[config.mk]
export PLATFORM = sky130hd
export DESIGN_NAME = ram_copy_engine
export DESIGN_NICKNAME = d
export VERILOG_FILES = /design/src/rtl/ram_copy_engine.sv
export SDC_FILE = /design/constraint.sdc
export NUM_CORES = 1
export LEC_CHECK = 0
export CORE_ASPECT_RATIO = 0.5
export CORE_MARGIN = 2
export CORE_UTILIZATION = 44
export DETAILED_ROUTE_END_ITERATION = 8
export HOLD_SLACK_MARGIN = 0.12
export PLACE_DENSITY = 0.76
export SYNTH_ARGS = -nofsm -noshare
export SYNTH_HDL_FRONTEND = slang
export SYNTH_SLANG_ARGS = --single-unit
[constraint.sdc]
create_clock -name i_clock -period 2.4 [get_ports i_clock]
set_clock_uncertainty 0.2 [all_clocks]
set_input_delay 0.36 -clock i_clock [delete_from_list [all_inputs] [get_ports i_clock]]
set_output_delay 0.36 -clock i_clock [all_outputs]
set_load 0.02 [all_outputs]
[src/rtl/ram_copy_engine.sv]
// Copy/fill DMA-style initiator for a single-port synchronous RAM (1-cycle read latency).
// Sequences RD/WR word pairs for copy, one write per cycle for fill, with abort at word boundaries.
module ram_copy_engine #(
  parameter int N_DATA      = 64,
  parameter int N_DATA_BYTE = 4,
  localparam int N_ADDRBIT  = $clog2(N_DATA)
) (
  input  logic                       i_clock,
  input  logic                       i_reset,
  input  logic                       i_cmd_valid,
  output logic                       o_cmd_ready,
  input  logic                       i_cmd_fill,
  input  logic [N_ADDRBIT-1:0]       i_cmd_src,
  input  logic [N_ADDRBIT-1:0]       i_cmd_dst,
  input  logic [N_ADDRBIT:0]         i_cmd_len,
  input  logic [N_DATA_BYTE*8-1:0]   i_cmd_pattern,
  input  logic                       i_abort,
  output logic                       o_busy,
  output logic                       o_done,
  output logic                       o_aborted,
  output logic [N_ADDRBIT:0]         o_count,
  output logic                       o_ram_en,
  output logic [N_ADDRBIT-1:0]       o_ram_addr,
  output logic [N_DATA_BYTE-1:0]     o_ram_wen,
  output logic [N_DATA_BYTE*8-1:0]   o_ram_wdata,
  input  logic [N_DATA_BYTE*8-1:0]   i_ram_rdata
);

  localparam int W = N_DATA_BYTE * 8;
  localparam logic [N_ADDRBIT:0] LEN_MAX = (N_ADDRBIT + 1)'(N_DATA);
  localparam logic [N_ADDRBIT:0] ONE     = (N_ADDRBIT + 1)'(1);

  typedef enum logic [2:0] {ST_IDLE, ST_RD, ST_WR, ST_FILL, ST_DONE} state_t;

  state_t                 state_reg, state_next;
  logic [N_ADDRBIT-1:0]   src_reg, src_next;
  logic [N_ADDRBIT-1:0]   dst_reg, dst_next;
  logic [N_ADDRBIT:0]     len_reg, len_next;
  logic [W-1:0]           pattern_reg, pattern_next;
  logic [N_ADDRBIT:0]     count_reg, count_next;
  logic                   aborted_reg, aborted_next;
  logic                   ram_en_reg, ram_en_next;
  logic [N_ADDRBIT-1:0]   ram_addr_reg, ram_addr_next;
  logic [N_DATA_BYTE-1:0] ram_wen_reg, ram_wen_next;
  logic [W-1:0]           ram_wdata_reg, ram_wdata_next;
  logic                   wr_pass_reg, wr_pass_next;

  logic                   abort_now;
  logic [N_ADDRBIT:0]     len_sat;
  logic [N_ADDRBIT:0]     count_inc;

  assign abort_now = i_abort && ((state_reg == ST_RD) || (state_reg == ST_FILL));
  assign len_sat   = (i_cmd_len > LEN_MAX) ? LEN_MAX : i_cmd_len;
  assign count_inc = count_reg + ONE;

  always_ff @(posedge i_clock or negedge i_reset) begin
    if (!i_reset) begin
      state_reg     <= ST_IDLE;
      src_reg       <= '0;
      dst_reg       <= '0;
      len_reg       <= '0;
      pattern_reg   <= '0;
      count_reg     <= '0;
      aborted_reg   <= 1'b0;
      ram_en_reg    <= 1'b0;
      ram_addr_reg  <= '0;
      ram_wen_reg   <= '0;
      ram_wdata_reg <= '0;
      wr_pass_reg   <= 1'b0;
    end else begin
      state_reg     <= state_next;
      src_reg       <= src_next;
      dst_reg       <= dst_next;
      len_reg       <= len_next;
      pattern_reg   <= pattern_next;
      count_reg     <= count_next;
      aborted_reg   <= aborted_next;
      ram_en_reg    <= ram_en_next;
      ram_addr_reg  <= ram_addr_next;
      ram_wen_reg   <= ram_wen_next;
      ram_wdata_reg <= ram_wdata_next;
      wr_pass_reg   <= wr_pass_next;
    end
  end

  // The RAM access for the next cycle is decided here and registered with the state.
  always_comb begin
    state_next     = state_reg;
    src_next       = src_reg;
    dst_next       = dst_reg;
    len_next       = len_reg;
    pattern_next   = pattern_reg;
    count_next     = count_reg;
    aborted_next   = aborted_reg;
    ram_en_next    = 1'b0;
    ram_addr_next  = '0;
    ram_wen_next   = '0;
    ram_wdata_next = '0;
    wr_pass_next   = 1'b0;
    case (state_reg)
      ST_IDLE: begin
        if (i_cmd_valid) begin
          src_next     = i_cmd_src;
          dst_next     = i_cmd_dst;
          len_next     = len_sat;
          pattern_next = i_cmd_pattern;
          count_next   = '0;
          aborted_next = 1'b0;
          if (len_sat == '0) begin
            state_next = ST_DONE;
          end else if (i_cmd_fill) begin
            state_next     = ST_FILL;
            ram_en_next    = 1'b1;
            ram_addr_next  = i_cmd_dst;
            ram_wen_next   = '1;
            ram_wdata_next = i_cmd_pattern;
          end else begin
            state_next    = ST_RD;
            ram_en_next   = 1'b1;
            ram_addr_next = i_cmd_src;
          end
        end
      end
      ST_RD: begin
        if (abort_now) begin
          state_next   = ST_DONE;
          aborted_next = 1'b1;
        end else begin
          state_next    = ST_WR;
          ram_en_next   = 1'b1;
          ram_addr_next = dst_reg + count_reg[N_ADDRBIT-1:0];
          ram_wen_next  = '1;
          wr_pass_next  = 1'b1;
        end
      end
      ST_WR: begin
        count_next = count_inc;
        if (count_inc == len_reg) begin
          state_next = ST_DONE;
        end else begin
          state_next    = ST_RD;
          ram_en_next   = 1'b1;
          ram_addr_next = src_reg + count_inc[N_ADDRBIT-1:0];
        end
      end
      ST_FILL: begin
        if (abort_now) begin
          state_next   = ST_DONE;
          aborted_next = 1'b1;
        end else begin
          count_next = count_inc;
          if (count_inc == len_reg) begin
            state_next = ST_DONE;
          end else begin
            ram_en_next    = 1'b1;
            ram_addr_next  = dst_reg + count_inc[N_ADDRBIT-1:0];
            ram_wen_next   = '1;
            ram_wdata_next = pattern_reg;
          end
        end
      end
      ST_DONE: state_next = ST_IDLE;
      default: state_next = ST_IDLE;
    endcase
  end

  assign o_cmd_ready = (state_reg == ST_IDLE);
  assign o_busy      = (state_reg != ST_IDLE);
  assign o_done      = (state_reg == ST_DONE);
  assign o_aborted   = aborted_reg;
  assign o_count     = count_reg;

  // Abort must cancel the access of the very cycle it is seen in, so it gates the
  // registered strobes; write data in WR comes straight from the read one cycle earlier.
  assign o_ram_en    = ram_en_reg && !abort_now;
  assign o_ram_addr  = ram_addr_reg;
  assign o_ram_wen   = abort_now ? '0 : ram_wen_reg;
  assign o_ram_wdata = wr_pass_reg ? i_ram_rdata : ram_wdata_reg;

endmodule

; ---- Word-level counts from Yosys, hierarchy flattened
; Index checks and enable logic that the tools add are counted.
[totals]
register_bits = 106
latchBits = 0
mem_bits_rw = 0
mem_bits_ro = 0
input_bits = 88
output_inout_bits = 54
wordCells = 85
n_memories = 0
[classes]
add_sub_neg = 4
mul = 0
div_mod_pow = 0
n_lt_le_gt_ge = 1
eq_ne = 9
shift = 0
n_mux = 45
bitwise_logic = 0
reduce_logical = 14
[ops]
columns = op, n
row1 = 32-bit two-way mux, 6
row2 = 32-bit one-hot mux with 2 select lines, 1
row3 = 6-bit two-way mux, 7
row4 = 4-bit two-way mux, 7
row5 = 6-bit one-hot mux with 4 select lines, 1
row6 = 7-bit two-way mux, 3
row7 = 7-bit one-hot mux with 3 select lines, 1
row8 = 6-bit adder, 3
row9 = 3-bit two-way mux, 6
row10 = 3-bit one-hot mux with 4 select lines, 1
row11 = 4-bit one-hot mux with 3 select lines, 1
row12 = 1-bit two-way mux, 8
row13 = 7-bit by 1-bit adder with 7-bit output (second input constant), 1
row14 = 7-bit equality test, 1
row15 = 7-bit > comparator (second input constant), 1
row16 = 7-bit zero test, 1
row17 = 3-bit by 2-bit equality test with 1-bit output (second input constant), 2
row18 = 3-bit AND reduction, 2
row19 = 3-bit nonzero test, 2
row20 = 2-bit != test (second input constant), 2
row21 = 1-bit one-hot mux with 4 select lines, 1
row22 = 2-bit AND reduction, 2
row23 = 3-bit by 1-bit equality test with 1-bit output (second input constant), 1
row24 = 3-bit equality test (second input constant), 1
row25 = other kinds (10), 11

; ---- Longest topological paths before layout
; Gate-level depths: netlist of the first run.
[depth]
ltp_word = 6
mapped_depth = 10
mapped_depth_nobuf = 10

; ---- Least setup slack after synthesis of the first run
; No wires, ideal clock.
[synth_timing]
path_kind = reg-to-reg
startpoint = reg count_reg[0], in the netlist o_count[0]
endpoint = reg ram_addr_reg[5], in the netlist o_ram_addr[5]
setup_time_ns = 0.138
arrival_time_ns = 2.113
required_ns = 2.062
slack_ns = -0.051
path_stages_with_launch = 11
path_buffers = 0
period_less_slack_ns = 2.451
path_cell_list = dfrtp_1 > ha_1 > nand2b_1 > nand2_1 > ha_1 > a21oi_1 > nand2_1 > a21o_1 > a21oi_1 > xor2_1 > o221ai_1
[synth_via]
elab_chain_cells = 5
elab_cells_between_ends = 10
cone_classes = 4 x add/sub / 1 x eq/ne / 5 x mux
[synth_lines]
columns = item, line_no
row1 = from (decl), 40  ; logic [N_ADDRBIT:0] count_reg, count_next;
row2 = from (signal assigned), 76  ; count_reg <= count_next;
row3 = 7-bit by 1-bit adder with 7-bit output, 54  ; assign count_inc = count_reg + ONE;
row4 = 6-bit adder or 7-bit equality test (tied branches), "156, 138, 152"
row5 = 6-bit two-way mux, 152  ; if (count_inc == len_reg) begin
row6 = 6-bit two-way mux, 147  ; if (abort_now) begin
row7 = 6-bit one-hot mux with 4 select lines *, 100  ; case (state_reg)
row8 = via ram_addr_next[5], 43  ; logic [N_ADDRBIT-1:0] ram_addr_reg, ram_addr_next;
row9 = to (signal assigned), 79  ; ram_addr_reg <= ram_addr_next;
row10 = to (decl), 43
; Mark *: on every way through the listed nets, which the timed path passes. The rest lies on a longest branch.
; A chain may end at the register's enable or synchronous reset.

; ---- Worst setup path in the final report of the first run
[layout_timing]
startpoint = reg count_reg[0], in the netlist o_count[0]
endpoint = reg ram_wdata_reg[16]
[layout_via]
elab_chain_cells = 5
[layout_lines]
columns = item, line_no
row1 = 7-bit by 1-bit adder with 7-bit output, 54
row2 = 7-bit equality test, 152
row3 = 32-bit two-way mux, 152
row4 = 32-bit two-way mux, 147
row5 = 32-bit one-hot mux with 2 select lines, 100
row6 = via ram_wdata_next[16], 45  ; logic [W-1:0] ram_wdata_reg, ram_wdata_next;
row7 = to (signal assigned), 81  ; ram_wdata_reg <= ram_wdata_next;
row8 = to (decl), 45
; The timed path passes the listed nets, and every way through them passes these cells.

==> results.sh, run 1 <==
export IMPL_status="completed"
export IMPL_drt_iter0_markers=294
export IMPL_antenna_found_initial=0
export IMPL_finalNetCount=791
export IMPL_grt_max_degree=66
export IMPL_synthDistinctLibCells=47
export IMPL_firstDrtPassIters=7
export IMPL_wl_per_cell_um=16.6
export IMPL_tightest_slew_ns=0.609
export IMPL_grt_pass1_vias=4402
export IMPL_ys_ff_latch=103
export IMPL_report_power_total_mw=8.27
export IMPL_clock_sinks=103
export IMPL_finalHoldViolations=0
export IMPL_cts_max_level=3
export IMPL_syn_to_final_growth_pct=44.7
export IMPL_via_per_inst=5.19
export IMPL_grt_pass1_wl_mm=21.6
export IMPL_drc=0
export IMPL_irDropWorstVdd_mv=0.597
export IMPL_yosysTopAreaCell="dfrtp_1"
export IMPL_worstPathRequired_ns=2.43
export IMPL_fin_cells=852
export IMPL_cts_root_buffer="clkbuf_16"
export IMPL_synth_warnings=0
export IMPL_rsz0062_at_grt="yes"
export IMPL_synth_edf_count=0
export IMPL_max_stage_delay_ns=0.43
export IMPL_rows=28
export IMPL_period_share_pct=99.5
export IMPL_maxSlewViolCount=0
export IMPL_final_setup_viol_count=0
export IMPL_worstSetupEndpointType="flop"
export IMPL_syn_avg_cell_area_sq_um=10.1
export IMPL_start_kind="flop"
export IMPL_gr_total_overflow=0
export IMPL_dieHeight_um=81.5
export IMPL_clk_latency_ns=0.34
export IMPL_gp_congestion=0.857
export IMPL_critPathArrivalTime_ns=2.42
export IMPL_synthDominantCellAreaShare_pct=48.8
export IMPL_synthCells=525
export IMPL_dp_cells=829
export IMPL_cp_cell_sequence="ha_4, xnor2_2, nand3_1, and4bb_2, a31oi_4, buf_6, clkbuf_16, a32o_1"
export IMPL_synth_nets=633
export IMPL_io_pins=142
export IMPL_cts_tree="built"
export IMPL_post_route_min_period_ns=2.39
export IMPL_slowest_stage="dfrtp_2"
export IMPL_setup_worst_path_class="reg -> reg"
export IMPL_crit_fanout=11
export IMPL_core_area_sq_um=11800
export IMPL_synth_cell_area_sq_um=5290
export IMPL_synth_area_leaders="dfrtp_1, nand2_1, a32o_1"
export IMPL_track_usage_pct=21.2
export IMPL_p_leak_nw=4.01
export IMPL_ys_async_sr_fraction_pct=100
export IMPL_totalNegativeSetupSlack_ns=0
export IMPL_p_per_area_nw_per_um2=1080
export IMPL_io_buffers=141
export IMPL_initial_core_util_pct=44.9
export IMPL_synth_most_common_cell="nand2_1"
export IMPL_dp_hpwl_mm=9.49
export IMPL_hp_class="in -> reg"
export IMPL_drt_total_wl_mm=14.1
export IMPL_maxCapViolCount=0
export IMPL_ys_seq_area_share_pct=48.8
export IMPL_drive_gt1_share_pct=14.8
export IMPL_relSlewSlack_pct=59.4
export IMPL_die_x_um=159
export IMPL_insertedDiodeCount=0
export IMPL_numCtsBuffers=9
export IMPL_die_area_sq_um=13000
export IMPL_whs_ns=0.124
export IMPL_clockBufferDepth=2
export IMPL_fillers=917
export IMPL_synth_flop_cell="dfrtp_1"
export IMPL_path_clk_slew_ns=0.07
export IMPL_vias=4423
export IMPL_synth_common_cells="nand2_1, dfrtp_1, a32o_1"
export IMPL_ant_nets=0
export IMPL_max_freq_mhz=419
cells in the final DEF, fill, tap and decap left out, types with 2 or more instances in the layout:
cell,count
o22ai_1,4
xnor3_1,2
ha_1,15
dfrtp_2,7
xor2_1,9
dlygate4sd2_1,15
buf_4,27
nand2b_1,2
dfrtp_1,96
a22o_1,4
a21oi_2,4
mux2_2,15
buf_6,3
nand2_1,165
nand3b_1,6
nor2b_1,5
or3_1,3
a21oi_1,11
clkinv_2,2
dlymetal6s2s_1,26
xnor2_1,9
mux2_1,18
xor2_2,2
buf_12,7
a21o_1,5
clkbuf_16,12
inv_1,9
nand2_2,3
nand3_1,9
nor2_1,10
fa_2,2
bufinv_16,2
mux2i_1,5
clkdlybuf4s50_1,99
o21ai_0,6
o21ai_1,9
a32o_1,32
metal layers:
| layer | vias up | global-route usage (%) | part of all wire (%) | wire length [um] |
|---|---|---|---|---|
| li1 | 2113 | - | - | - |
| met1 | 2187 | 26.1 | 43 | 6060 |
| met2 | 107 | 39.5 | 52 | 7330 |
| met3 | 16 | 4.19 | 4.0 | 567 |
| met4 | 0 | 5.18 | 1.2 | 172 |
| met5 | - | 0 | 0 | 0 |
cells by family (layout without fill, tap and decap cells):
| logic type | count (synthesis) | count (layout) | synth area share (%) |
|---|---|---|---|
| and+or+nand+nor | 214 | 214 | 17.3 |
| muxes | 38 | 38 | 7.98 |
| xor gates and xnor gates | 24 | 24 | 4.78 |
| buffers and inverters | 44 | 206 | 3.67 |
| adders and majority gates | 20 | 20 | 5.16 |
| DFF | 103 | 103 | 48.8 |
| AOI/OAI and AO/OA | 82 | 82 | 12.3 |
critical path, delay by kind of cell (launching register included):
family,cells,cell delay [ns]
AND/OR/NAND/NOR,2,0.45
buffers and inverters,2,0.35
adder cells (fa/ha/maj),1,0.32
flip-flops,1,0.43
XOR/XNOR,1,0.11
AO/OA/AOI/OAI,2,0.41
layout make-up:
class                           count  area [sq um]  area share, %
Multi-Input combinational cell    378          2600           34.0
Sequential cell                   103          2590           33.8
Timing Repair Buffer              181          1910           25.0
Clock buffer                        9           225           2.94
Tap cell                          165           206           2.70
Clock inverter                      6          86.3           1.13
Inverter                           10          37.5          0.491
worst paths after layout:
kind / cells past startpoint / end / startpoint / slack (ns)
setup / recovery: 8 / ram_wdata_reg[16]$_DFF_PN0_ / o_count[0]$_DFFE_PN0P_ / 0.01
hold / removal: 3 / len_reg[4]$_DFFE_PN0P_ / i_cmd_len[4] / 0.12
setup reg to reg: 8 / ram_wdata_reg[16]$_DFF_PN0_ / o_count[0]$_DFFE_PN0P_ / 0.01
hold reg to reg: 2 / pattern_reg[14]$_DFFE_PN0P_ / pattern_reg[14]$_DFFE_PN0P_ / 0.28
max in group asynchronous: 3 / pattern_reg[13]$_DFFE_PN0P_ / i_reset / 1.01
min in group asynchronous: 2 / len_reg[5]$_DFFE_PN0P_ / i_reset / 0.37
through the flow:
stage | cell area, sq um | utilization [%] | setup WS (ns)
after floorplan | 5290 | - | 0.0145
after global placement | 7070 | 60.0 | -0.169
after detailed placement | 7070 | 60.0 | -0.312
after CTS | 7390 | 62.8 | 0.000171
after global routing | 7650 | 65.0 | -0.0454
final | 7650 | 65.0 | 0.0116
where the power goes:
part / switching (mW) / internal (mW)
combinational: 2.13 / 1.87
sequential: 0.389 / 2.35
clock: 0.623 / 0.906
timing repair:
action / CTS / global route
cloned: 0 / 3
resized for setup: 21 / 45
pin swaps: 0 / 10
hold buffers: 1 / 0
hold endpoints to repair: 43 / 0
endpoints found under the setup margin: 45 / 32
setup buffers: 0 / 4
Power figures use the tool's default switching activity.
==> run 2: changes to the inputs <==
--- a/config.mk
+++ b/config.mk
@@ -5,6 +5,7 @@
 export SDC_FILE = /design/constraint.sdc
 export NUM_CORES = 1
 export LEC_CHECK = 0
+export CAP_MARGIN = 40
 export CORE_ASPECT_RATIO = 0.5
 export CORE_MARGIN = 2
 export CORE_UTILIZATION = 44
==> results of run 2 <==
The final DEF is identical to that of run 1; final timing and power are the same.
